[src/rtl/unidade_mult_div_pkg.sv]
// Shared definitions for the multiply/divide unit: FSM states, opcode encodings
// and small opcode-decode helpers.
package unidade_mult_div_pkg;

   typedef enum logic [1:0] {
      Ocioso  = 2'd0,
      Prepara = 2'd1,
      Calcula = 2'd2,
      Corrige = 2'd3
   } estado_e;

   localparam logic [1:0] OpMult  = 2'b00;
   localparam logic [1:0] OpMultu = 2'b01;
   localparam logic [1:0] OpDiv   = 2'b10;
   localparam logic [1:0] OpDivu  = 2'b11;

   // Bit 0 clear selects the signed flavour of both MULT and DIV.
   function automatic logic op_com_sinal(input logic [1:0] op);
      return ~op[0];
   endfunction

   function automatic logic op_divide(input logic [1:0] op);
      return op[1];
   endfunction

endpackage

[src/rtl/unidade_mult_div_corretor_sinal.sv]
// Conditional two's-complement negation, shared by the operand-magnitude and
// result-correction steps of the multiply/divide unit.
module corretor_sinal #(
   parameter int unsigned Largura = 32
) (
   input  logic [Largura-1:0] valor_i,
   input  logic               nega_i,
   output logic [Largura-1:0] resultado_o
);

   localparam logic [Largura-1:0] Um = Largura'(1);

   always_comb begin
      resultado_o = valor_i;
      if (nega_i) begin
         resultado_o = ~valor_i + Um;
      end
   end

endmodule

[src/rtl/unidade_mult_div.sv]
// Multi-cycle MULT/MULTU/DIV/DIVU unit with private HI/LO registers; one result
// bit per cycle on unsigned magnitudes, sign fixed up in a final cycle.
module unidade_mult_div
   import unidade_mult_div_pkg::*;
(
   input  logic        Clock,
   input  logic        Reset,
   input  logic        Start,
   input  logic [1:0]  Op,
   input  logic [31:0] OperandoA,
   input  logic [31:0] OperandoB,
   input  logic        EscreveHI,
   input  logic        EscreveLO,
   input  logic [31:0] DadoEscrita,
   output logic        Busy,
   output logic        Done,
   output logic        DivZero,
   output logic [31:0] HI,
   output logic [31:0] LO
);

   estado_e     estado_q, estado_d;
   logic [1:0]  op_q, op_d;
   logic [31:0] a_q, a_d;
   logic [31:0] b_q, b_d;
   logic [31:0] mag_a_q, mag_a_d;
   logic [31:0] mag_b_q, mag_b_d;
   logic        sinal_res_q, sinal_res_d;
   logic        sinal_resto_q, sinal_resto_d;
   logic [63:0] acc_q, acc_d;
   logic [4:0]  cnt_q, cnt_d;
   logic [31:0] hi_q, hi_d;
   logic [31:0] lo_q, lo_d;
   logic        done_q, done_d;
   logic        div_zero_q, div_zero_d;

   logic [31:0] abs_a, abs_b;
   logic [63:0] prod_final;
   logic [31:0] quoc_final, resto_final;
   logic [32:0] soma_mult;
   logic [32:0] resto_desl;
   logic [32:0] tentativa;
   logic        subtrai;
   logic [31:0] resto_novo;

   corretor_sinal #(.Largura(32)) u_abs_a (
      .valor_i     (a_q),
      .nega_i      (op_com_sinal(op_q) & a_q[31]),
      .resultado_o (abs_a)
   );

   corretor_sinal #(.Largura(32)) u_abs_b (
      .valor_i     (b_q),
      .nega_i      (op_com_sinal(op_q) & b_q[31]),
      .resultado_o (abs_b)
   );

   corretor_sinal #(.Largura(64)) u_neg_prod (
      .valor_i     (acc_q),
      .nega_i      (sinal_res_q),
      .resultado_o (prod_final)
   );

   corretor_sinal #(.Largura(32)) u_neg_quoc (
      .valor_i     (acc_q[31:0]),
      .nega_i      (sinal_res_q),
      .resultado_o (quoc_final)
   );

   corretor_sinal #(.Largura(32)) u_neg_resto (
      .valor_i     (acc_q[63:32]),
      .nega_i      (sinal_resto_q),
      .resultado_o (resto_final)
   );

   // Multiply: add into the upper half, then shift the whole product right.
   assign soma_mult = {1'b0, acc_q[63:32]} + (mag_a_q[0] ? {1'b0, mag_b_q} : 33'd0);

   // Divide: partial remainder in acc[63:32], quotient bits enter acc[31:0].
   assign resto_desl = {acc_q[63:32], mag_a_q[31]};
   assign tentativa  = resto_desl - {1'b0, mag_b_q};
   assign subtrai    = resto_desl[32] | ~tentativa[32];
   assign resto_novo = subtrai ? tentativa[31:0] : resto_desl[31:0];

   always_comb begin
      estado_d      = estado_q;
      op_d          = op_q;
      a_d           = a_q;
      b_d           = b_q;
      mag_a_d       = mag_a_q;
      mag_b_d       = mag_b_q;
      sinal_res_d   = sinal_res_q;
      sinal_resto_d = sinal_resto_q;
      acc_d         = acc_q;
      cnt_d         = cnt_q;
      hi_d          = hi_q;
      lo_d          = lo_q;
      done_d        = 1'b0;
      div_zero_d    = 1'b0;

      unique case (estado_q)
         Ocioso: begin
            if (EscreveHI) hi_d = DadoEscrita;
            if (EscreveLO) lo_d = DadoEscrita;
            if (Start) begin
               op_d     = Op;
               a_d      = OperandoA;
               b_d      = OperandoB;
               estado_d = Prepara;
            end
         end
         Prepara: begin
            mag_a_d       = abs_a;
            mag_b_d       = abs_b;
            sinal_res_d   = op_com_sinal(op_q) & (a_q[31] ^ b_q[31]);
            sinal_resto_d = op_com_sinal(op_q) & a_q[31];
            acc_d         = 64'd0;
            cnt_d         = 5'd0;
            estado_d      = Calcula;
         end
         Calcula: begin
            if (op_divide(op_q)) begin
               acc_d   = {resto_novo, acc_q[30:0], subtrai};
               mag_a_d = {mag_a_q[30:0], 1'b0};
            end else begin
               acc_d   = {soma_mult, acc_q[31:1]};
               mag_a_d = {1'b0, mag_a_q[31:1]};
            end
            cnt_d = cnt_q + 5'd1;
            if (cnt_q == 5'd31) estado_d = Corrige;
         end
         Corrige: begin
            done_d = 1'b1;
            if (op_divide(op_q)) begin
               if (b_q == 32'd0) begin
                  hi_d       = a_q;
                  lo_d       = 32'hFFFF_FFFF;
                  div_zero_d = 1'b1;
               end else begin
                  hi_d = resto_final;
                  lo_d = quoc_final;
               end
            end else begin
               hi_d = prod_final[63:32];
               lo_d = prod_final[31:0];
            end
            estado_d = Ocioso;
         end
         default: estado_d = Ocioso;
      endcase
   end

   always_ff @(posedge Clock or posedge Reset) begin
      if (Reset) begin
         estado_q      <= Ocioso;
         op_q          <= 2'b00;
         a_q           <= 32'd0;
         b_q           <= 32'd0;
         mag_a_q       <= 32'd0;
         mag_b_q       <= 32'd0;
         sinal_res_q   <= 1'b0;
         sinal_resto_q <= 1'b0;
         acc_q         <= 64'd0;
         cnt_q         <= 5'd0;
         hi_q          <= 32'd0;
         lo_q          <= 32'd0;
         done_q        <= 1'b0;
         div_zero_q    <= 1'b0;
      end else begin
         estado_q      <= estado_d;
         op_q          <= op_d;
         a_q           <= a_d;
         b_q           <= b_d;
         mag_a_q       <= mag_a_d;
         mag_b_q       <= mag_b_d;
         sinal_res_q   <= sinal_res_d;
         sinal_resto_q <= sinal_resto_d;
         acc_q         <= acc_d;
         cnt_q         <= cnt_d;
         hi_q          <= hi_d;
         lo_q          <= lo_d;
         done_q        <= done_d;
         div_zero_q    <= div_zero_d;
      end
   end

   assign Busy    = (estado_q != Ocioso);
   assign Done    = done_q;
   assign DivZero = div_zero_q;
   assign HI      = hi_q;
   assign LO      = lo_q;

endmodule
[config.mk]
export PLATFORM = sky130hd
export DESIGN_NAME = unidade_mult_div
export DESIGN_NICKNAME = d
export VERILOG_FILES = /design/src/rtl/unidade_mult_div_pkg.sv /design/src/rtl/unidade_mult_div_corretor_sinal.sv /design/src/rtl/unidade_mult_div.sv
export SDC_FILE = /design/constraint.sdc
export NUM_CORES = 1
export LEC_CHECK = 0
export BUFFER_PORTS_ARGS = -buffer_cell sky130_fd_sc_hd__buf_4
export CAP_MARGIN = 20
export CORE_AREA = 2 2 190 192
export CTS_CLUSTER_SIZE = 20
export DETAILED_ROUTE_END_ITERATION = 7
export DIE_AREA = 0 0 192 194
export GPL_ROUTABILITY_DRIVEN = 0
export PLACE_DENSITY = 0.83
export SLEW_MARGIN = 10
export SYNTH_ARGS = -nofsm -noshare
export SYNTH_HDL_FRONTEND = slang
export SYNTH_SLANG_ARGS = --single-unit
[constraint.sdc]
create_clock -name Clock -period 10.8 [get_ports Clock]
set_input_delay 0.54 -clock Clock [delete_from_list [all_inputs] [get_ports Clock]]
set_output_delay 0.54 -clock Clock [all_outputs]
set_load 0.005 [all_outputs]
==> reports/metrics.csv, run 1 <==
metric,value,unit
status,finished clean,
period_share,38.2,%
wl_met2,25300,um
rsz0062_at_grt,false,
yosys_most_used_dff,dfrtp_1,
cts_buffers,30,
met1Wirelength,23700,um
cts_sinks,269,
max_cap_violations,0,
pre_cts_ws,6870,ps
postCtsResizedCells,0,
worst-path-buf-inv,0,
grt_pass1_wl,92500,um
slew_headroom,24.8,%
setup_viol,0,
dp_cells,2729,
detailed_place_hpwl,42100,um
p_comb_share,56.5,%
final_area,21600,um2
port_buffers,169,
cp.required,11310,ps
path_cells,"or3_1, or3_1, nor3_1, nand4_1, nor2_1, a21oi_1, o21ai_0, a21oi_1, nor3_1",
antenna_found_initial,0,
tns,0,ps
max_stage_delay,970,ps
htree_levels,1,
cts_tree,yes,
power_density,330,nW/um2
ys_types,84,
grt_max_degree,140,
clock_latency,600,ps
routed.top_layer,met4,
fin_skew,17.1,ps
p_sw_share,48.1,%
worst_pin_slew,1130,ps
vias,18234,
fmax,242,MHz
cp_slowest_cell,nor2_1,
timing.hold.ws,142,ps
ys_seq_elements,269,
worstSetupStartpointType,flop,
p_int,3.71,mW
synth_cells,2238,
wl_per_cell,21.0,um
fin_cells,2786,
io_pins,170,
switchingPower,3.44,mW
hold_class,primary input to asynchronous set/reset pin,
finalHoldViolations,0,
p_leak,9.61,nW
fin_crit,4130,ps
synth_edf_count,0,
detail_route.first_pass.iterations,6,
core_area,35200,um2
critPathMaxFanout,11,
synth_area_per_cell,8.56,um2
max-vdd-ir-drop,0.000227,V
finalMaxSlewViolations,0,
met3WireLength,6570,um
antennaDiodeCount,0,
seq_area_frac_synth,35.1,%
synthArstFlopShare,100,%
drt-total-wl,58500,um
placed_area,20600,um2
ctsHoldBuffers,0,
ys_warn_count,0,
crit_type,flop to flop,
worst_slack,6670,ps
mostFrequentLayoutCells,"dfrtp_1 (268), a21oi_1 (189), buf_4 (189)",
worst_ep_arrival_time,4640,ps
postCtsSetupBuffers,0,
grt_pass1_vias,17070,
p_clk_share,15.1,%
syn2layout_area_growth,13.0,%
start_util,54.4,%
layout.nets,2481,
dieArea,37200,um2
die_width,192,um
grt.total_usage,30.9,%
endpoint_kind,flop,
seq_power_share,28.4,%
drc,0,
first_iter_violations,2112,
clkSlewWorstSetupHoldPaths,60,ps
synthesis.nets,2417,
drive_gt1_share,14.8,%
rows,69,
ant_nets,0,
fp.dieH,194,um
grt_overflow,0,
clock_path_buffers,3,
critPathTopFamily,simple AND/OR/NAND/NOR gates,
cts_root_buf,clkbuf_16,
layout_commonest_cell,dfrtp_1,
netlist_area,19200,um2
vias_per_cell,6.54,
[metrics by stage]
stage | total power [mW] | utilization [%]
floorplan | 4.73 | -
global placement | 5.76 | 58.4
detailed placement | 5.92 | 58.4
CTS | 7.03 | 61.4
global route | 7.62 | 61.5
finish | 7.15 | 61.5
[logic make-up (layout without fill, tap and decap cells)]
family,Yosys count,in the layout,share of synthesized area [%]
buf+inv,255,342,5.13
fa+ha+maj,76,76,5.04
compound gates,725,725,23.9
xor+xnor,189,189,8.64
mux,121,121,6.78
flops,269,269,35.1
simple gates,603,603,15.4
[worst register-to-register path, stage by stage (launching register included)]
cell	delay, ps
dfrtp_1	430
or3_1	390
or3_1	360
nor3_1	520
nand4_1	700
nor2_1	980
a21oi_1	190
o21ai_0	130
a21oi_1	120
nor3_1	220
[synthesized netlist by cell type, types with 9 or more instances]
| cell | n | area share (%) |
|---|---|---|
| o21ai_1 | 14 | 0.37 |
| and2_1 | 43 | 1.4 |
| nand2_1 | 178 | 3.5 |
| buf_2 | 15 | 0.39 |
| a31oi_1 | 12 | 0.39 |
| nor4_1 | 13 | 0.42 |
| nand4_1 | 15 | 0.49 |
| o31ai_1 | 27 | 1.1 |
| o21bai_1 | 10 | 0.39 |
| dfrtp_1 | 269 | 35 |
| clkbuf_1 | 129 | 2.5 |
| or4_1 | 13 | 0.51 |
| or3_1 | 31 | 1.0 |
| buf_1 | 13 | 0.25 |
| xnor2_1 | 131 | 6.0 |
| mux2i_1 | 50 | 2.6 |
| nor2_1 | 158 | 3.1 |
| mux2_2 | 71 | 4.2 |
| o41ai_1 | 10 | 0.46 |
| a21o_1 | 33 | 1.3 |
| a211oi_1 | 9 | 0.35 |
| and3_1 | 11 | 0.36 |
| o211ai_1 | 66 | 2.6 |
| a21oi_1 | 190 | 5.0 |
| xor2_1 | 58 | 2.7 |
| o21ai_0 | 186 | 4.9 |
| o2bb2ai_1 | 41 | 1.9 |
| nor3_1 | 34 | 0.89 |
| nand2b_1 | 21 | 0.69 |
| nand3_1 | 32 | 0.84 |
| inv_1 | 95 | 1.9 |
| nor2b_1 | 15 | 0.49 |
| o22ai_1 | 46 | 1.5 |
| ha_1 | 74 | 4.8 |
[final cells by class]
class / instances / area [um2]
clock inverters: 13 / 175
inverters: 97 / 372
repair buffers: 190 / 1440
clock buffers: 42 / 866
well taps: 461 / 577
flip-flops and latches: 269 / 6740
multi-input cells: 1714 / 11500
fillers: 2948 / 13600
[final timing paths]
path                                   start  endpoint  slack [ps]  cells past startpoint
min in group Clock              OperandoA[3]    a_q[3]         170                      2
max in group asynchronous              Reset    HI[14]        9130                      3
worst min register to register        LO[26]    LO[26]         480                      2
worst min-delay path                   Reset   b_q[27]         140                      2
worst max-delay path                 b_q[25]    HI[26]        6670                      9
worst max register to register       b_q[25]    HI[26]        6670                      9
[power groups by stage]
stage / clock (mW) / combinational (mW) / sequential (mW)
after floorplan: 0 / 2.99 / 1.74
final: 1.08 / 4.04 / 2.03
after global placement: 0 / 3.77 / 1.99
after detailed placement: 0 / 3.91 / 2.01
after CTS: 1.09 / 3.95 / 2.00
after global routing: 1.13 / 4.43 / 2.07
[per-layer routing]
| metal | GRT usage [%] | vias up |
|---|---|---|
| met5 | 0 | - |
| met4 | 13.3 | 0 |
| met3 | 5.09 | 211 |
| met2 | 46.6 | 1167 |
| met1 | 43.8 | 8638 |
| li1 | - | 8218 |
[registers in the layout, summed over array words and instances (netlist names)]
| signal | count |
|---|---|
| b_q | 32 |
| sinal_res_q | 1 |
| sinal_resto_q | 1 |
| acc_q | 64 |
| op_q | 2 |
| HI | 32 |
| LO | 32 |
| estado_q | 2 |
| Done | 1 |
| mag_a_q | 32 |
| cnt_q | 5 |
| a_q | 32 |
| DivZero | 1 |
| mag_b_q | 32 |
(Power assumes the default switching activity.)
==> run 2: changes to the inputs <==
- ABC_AREA: unset -> 1
- CORE_AREA: 2 2 190 192 -> 2 2 203 205
- DIE_AREA: 0 0 192 194 -> 0 0 205 207
- clock period: 10.8 -> 4 ns (I/O delays scaled with it)
==> run 2 against run 1 <==
  * Design area increased by 18%
  * Non-clock buffer count increased by 89
  * Fmax increased by 30%
  * Via count increased by 38%
==> reports/metrics.csv, run 2 <==
metric,value,unit,change
syn2layout_area_growth,16.2,%,was 13.0%
synth_top_cell_by_area,dfrtp_1,,unchanged
dieArea,42400,um2,was 37200 um2
yosys_most_used_dff,dfrtp_1,,unchanged
clkSlewWorstSetupHoldPaths,60,ps,about the same
max_cap_violations,0,,unchanged
reg2reg_slack,830,ps,was 6670 ps
vias,25146,,was 18234
hold_class,primary input to flop,,was primary input to asynchronous set/reset pin
cts_tree,yes,,unchanged
grt_pass1_wl,126000,um,was 92500 um
yosys-top-cells-area,"dfrtp_1 (31%), nand2_1 (17%), nor2_1 (7.6%), inv_1 (6.9%), nand3_1 (6.5%)",,"was dfrtp_1 (35%), xnor2_1 (6.0%), a21oi_1 (5.0%), o21ai_0 (4.9%), ha_1 (4.8%)"
clock_path_buffers,3,,unchanged
cp_slowest_cell,dfrtp_1,,was nor2_1
drc,0,,unchanged
first_iter_violations,3457,,was 2112
htree_levels,2,,was 1
endpoint_kind,flop,,unchanged
grt.total_usage,37.5,%,was 30.9%
cp.depth,12,,was 9
seq_area_frac_synth,30.7,%,was 35.1%
start_util,54.4,%,about the same
regMostFlops,acc_q,,unchanged
detailed_place_hpwl,57900,um,was 42100 um
wl_per_cell,19.0,um,was 21.0 um
cp.required,4450,ps,was 11310 ps
period_share,79.2,%,was 38.2%
slew_headroom,28.3,%,was 24.8%
clock_latency,570,ps,was 600 ps
mostFrequentLayoutCells,"nand2_1 (1003), nor2_1 (442), inv_1 (402)",,"was dfrtp_1 (268), a21oi_1 (189), buf_4 (189)"
ff2ff_path_depth,12,,was 9
crit_type,flop to flop,,unchanged
final_core_util,63.2,%,was 61.5%
worst_slack,831,ps,was 6670 ps
pre_cts_ws,1020,ps,was 6870 ps
drive_gt1_share,9.48,%,was 14.8%
cp_common_cell,nand2_1,,
worst_pin_slew,1080,ps,was 1130 ps
grt_max_degree,153,,was 140
synthesis.nets,3662,,was 2417
grt_overflow,0,,unchanged
critPathMaxFanout,29,,was 11
die_width,205,um,was 192 um
fin_cells,4224,,was 2786
fp.dieH,207,um,was 194 um
status,finished clean,,unchanged
cts_root_buf,clkbuf_16,,unchanged
finalMaxSlewViolations,0,,unchanged
rows,74,,was 69
detail_route.first_pass.iterations,7,,was 6
path_cells,"ha_1, nand2_1, o21ai_0, a21oi_1, nand3_2, nand2_4, nand2_4, nand2_1, inv_2, nand2_1, nand3_1, nand2_1",,"was or3_1, or3_1, nor3_1, nand4_1, nor2_1, a21oi_1, o21ai_0, a21oi_1, nor3_1"
ys_warn_count,0,,unchanged
grt_pass1_vias,23398,,was 17070
worstSetupStartpointType,flop,,unchanged
drt-total-wl,80300,um,was 58500 um
cts_sinks,269,,unchanged
layout.nets,3846,,was 2481
synthTopCellsByCount,"nand2_1 (1004), nor2_1 (443), inv_1 (405), nand3_1 (287), dfrtp_1 (269)",,"was dfrtp_1 (269), a21oi_1 (190), o21ai_0 (186), nand2_1 (178), nor2_1 (158)"
antennaDiodeCount,0,,unchanged
largest_reg_flops,64,,unchanged
finalHoldViolations,0,,unchanged
worst_ep_arrival_time,3610,ps,was 4640 ps
synth_most_common_cell,nand2_1,,was dfrtp_1
synthArstFlopShare,100,%,unchanged
synth_cells,3483,,was 2238
cts_buffers,34,,was 30
antenna_found_initial,1,,was 0
io_pins,170,,unchanged
hold_depth,4,,
max_stage_delay,610,ps,was 970 ps
critPathTopFamily,simple AND/OR/NAND/NOR gates,,unchanged
netlist_area,22000,um2,was 19200 um2
rsz0062_at_grt,false,,unchanged
worst-path-buf-inv,1,,was 0
fin_crit,3170,ps,was 4130 ps
ys_types,55,,was 84
ant_nets,0,,unchanged
dp_cells,4082,,was 2729
tns,0,ps,unchanged
core_area,40400,um2,was 35200 um2
fmax,316,MHz,was 242 MHz
vias_per_cell,5.95,,was 6.54
synth_area_per_cell,6.31,um2,was 8.56 um2
layout_commonest_cell,nand2_1,,was dfrtp_1
ys_seq_elements,269,,unchanged
setup_viol,0,,unchanged
synth_edf_count,0,,unchanged
fin_skew,36.1,ps,was 17.1 ps
yosysTopAreaCellShare,30.7,%,was 35.1%
port_buffers,169,,unchanged
run 2: tightest hold or removal path: stages:
cell and delay [ps]:
buf_4 100, o22ai_1 90, nand2_1 60, o21ai_0 70
run 2: layer usage:
metal / GRT usage (%) / wire [um]
met1: 48.1 / 30300
met2: 56.8 / 34600
met3: 8.98 / 9710
met5: 0 / 0
met4: 22.9 / 5660
run 2: what timing repair did:
action / 4_1_cts / 5_1_grt
hold buffers: 81 / 0
endpoints found under the hold margin: 170 / 0
resized for setup: 0 / 0
setup endpoints to repair: 0 / 0
buffers inserted: 0 / 0
run 2: through the flow:
step / hold slack (ps) / cell area (um2)
after floorplan: 351 / 22000
final: 29.7 / 25500
after global placement: 434 / 23600
after detailed placement: 437 / 23600
after global routing: 61.8 / 25500
after CTS: 18.4 / 25500
run 2: final timing paths:
check	from	end
max in group asynchronous	Reset	op_q[1]
min	Start	estado_q[1]
min in group asynchronous	Reset	acc_q[60]
max reg2reg	acc_q[50]	acc_q[62]
min reg2reg	mag_a_q[17]	mag_a_q[17]
max	acc_q[50]	acc_q[62]
run 2: cell families after synthesis:
| family | after synthesis | synth area share, % |
|---|---|---|
| xor+xnor | 69 | 2.75 |
| simple gates | 1870 | 35.7 |
| fa+ha+maj | 76 | 4.40 |
| mux | 15 | 0.769 |
| compound gates | 632 | 15.9 |
| flops | 269 | 30.7 |
| buf+inv | 552 | 9.84 |
run 2: area by class of cell:
cell class,count,area [um2]
Clock inverter,15,135
Clock buffer,46,956
Inverter,421,1590
Multi-Input combinational cell,2662,13100
Fill cell,3641,14900
Tap cell,532,666
Sequential cell,269,6740
Timing Repair Buffer,279,2350
Power of run 2 is not shown: default switching activity piles up to over one toggle a cycle in this logic, so the estimate is an artifact.
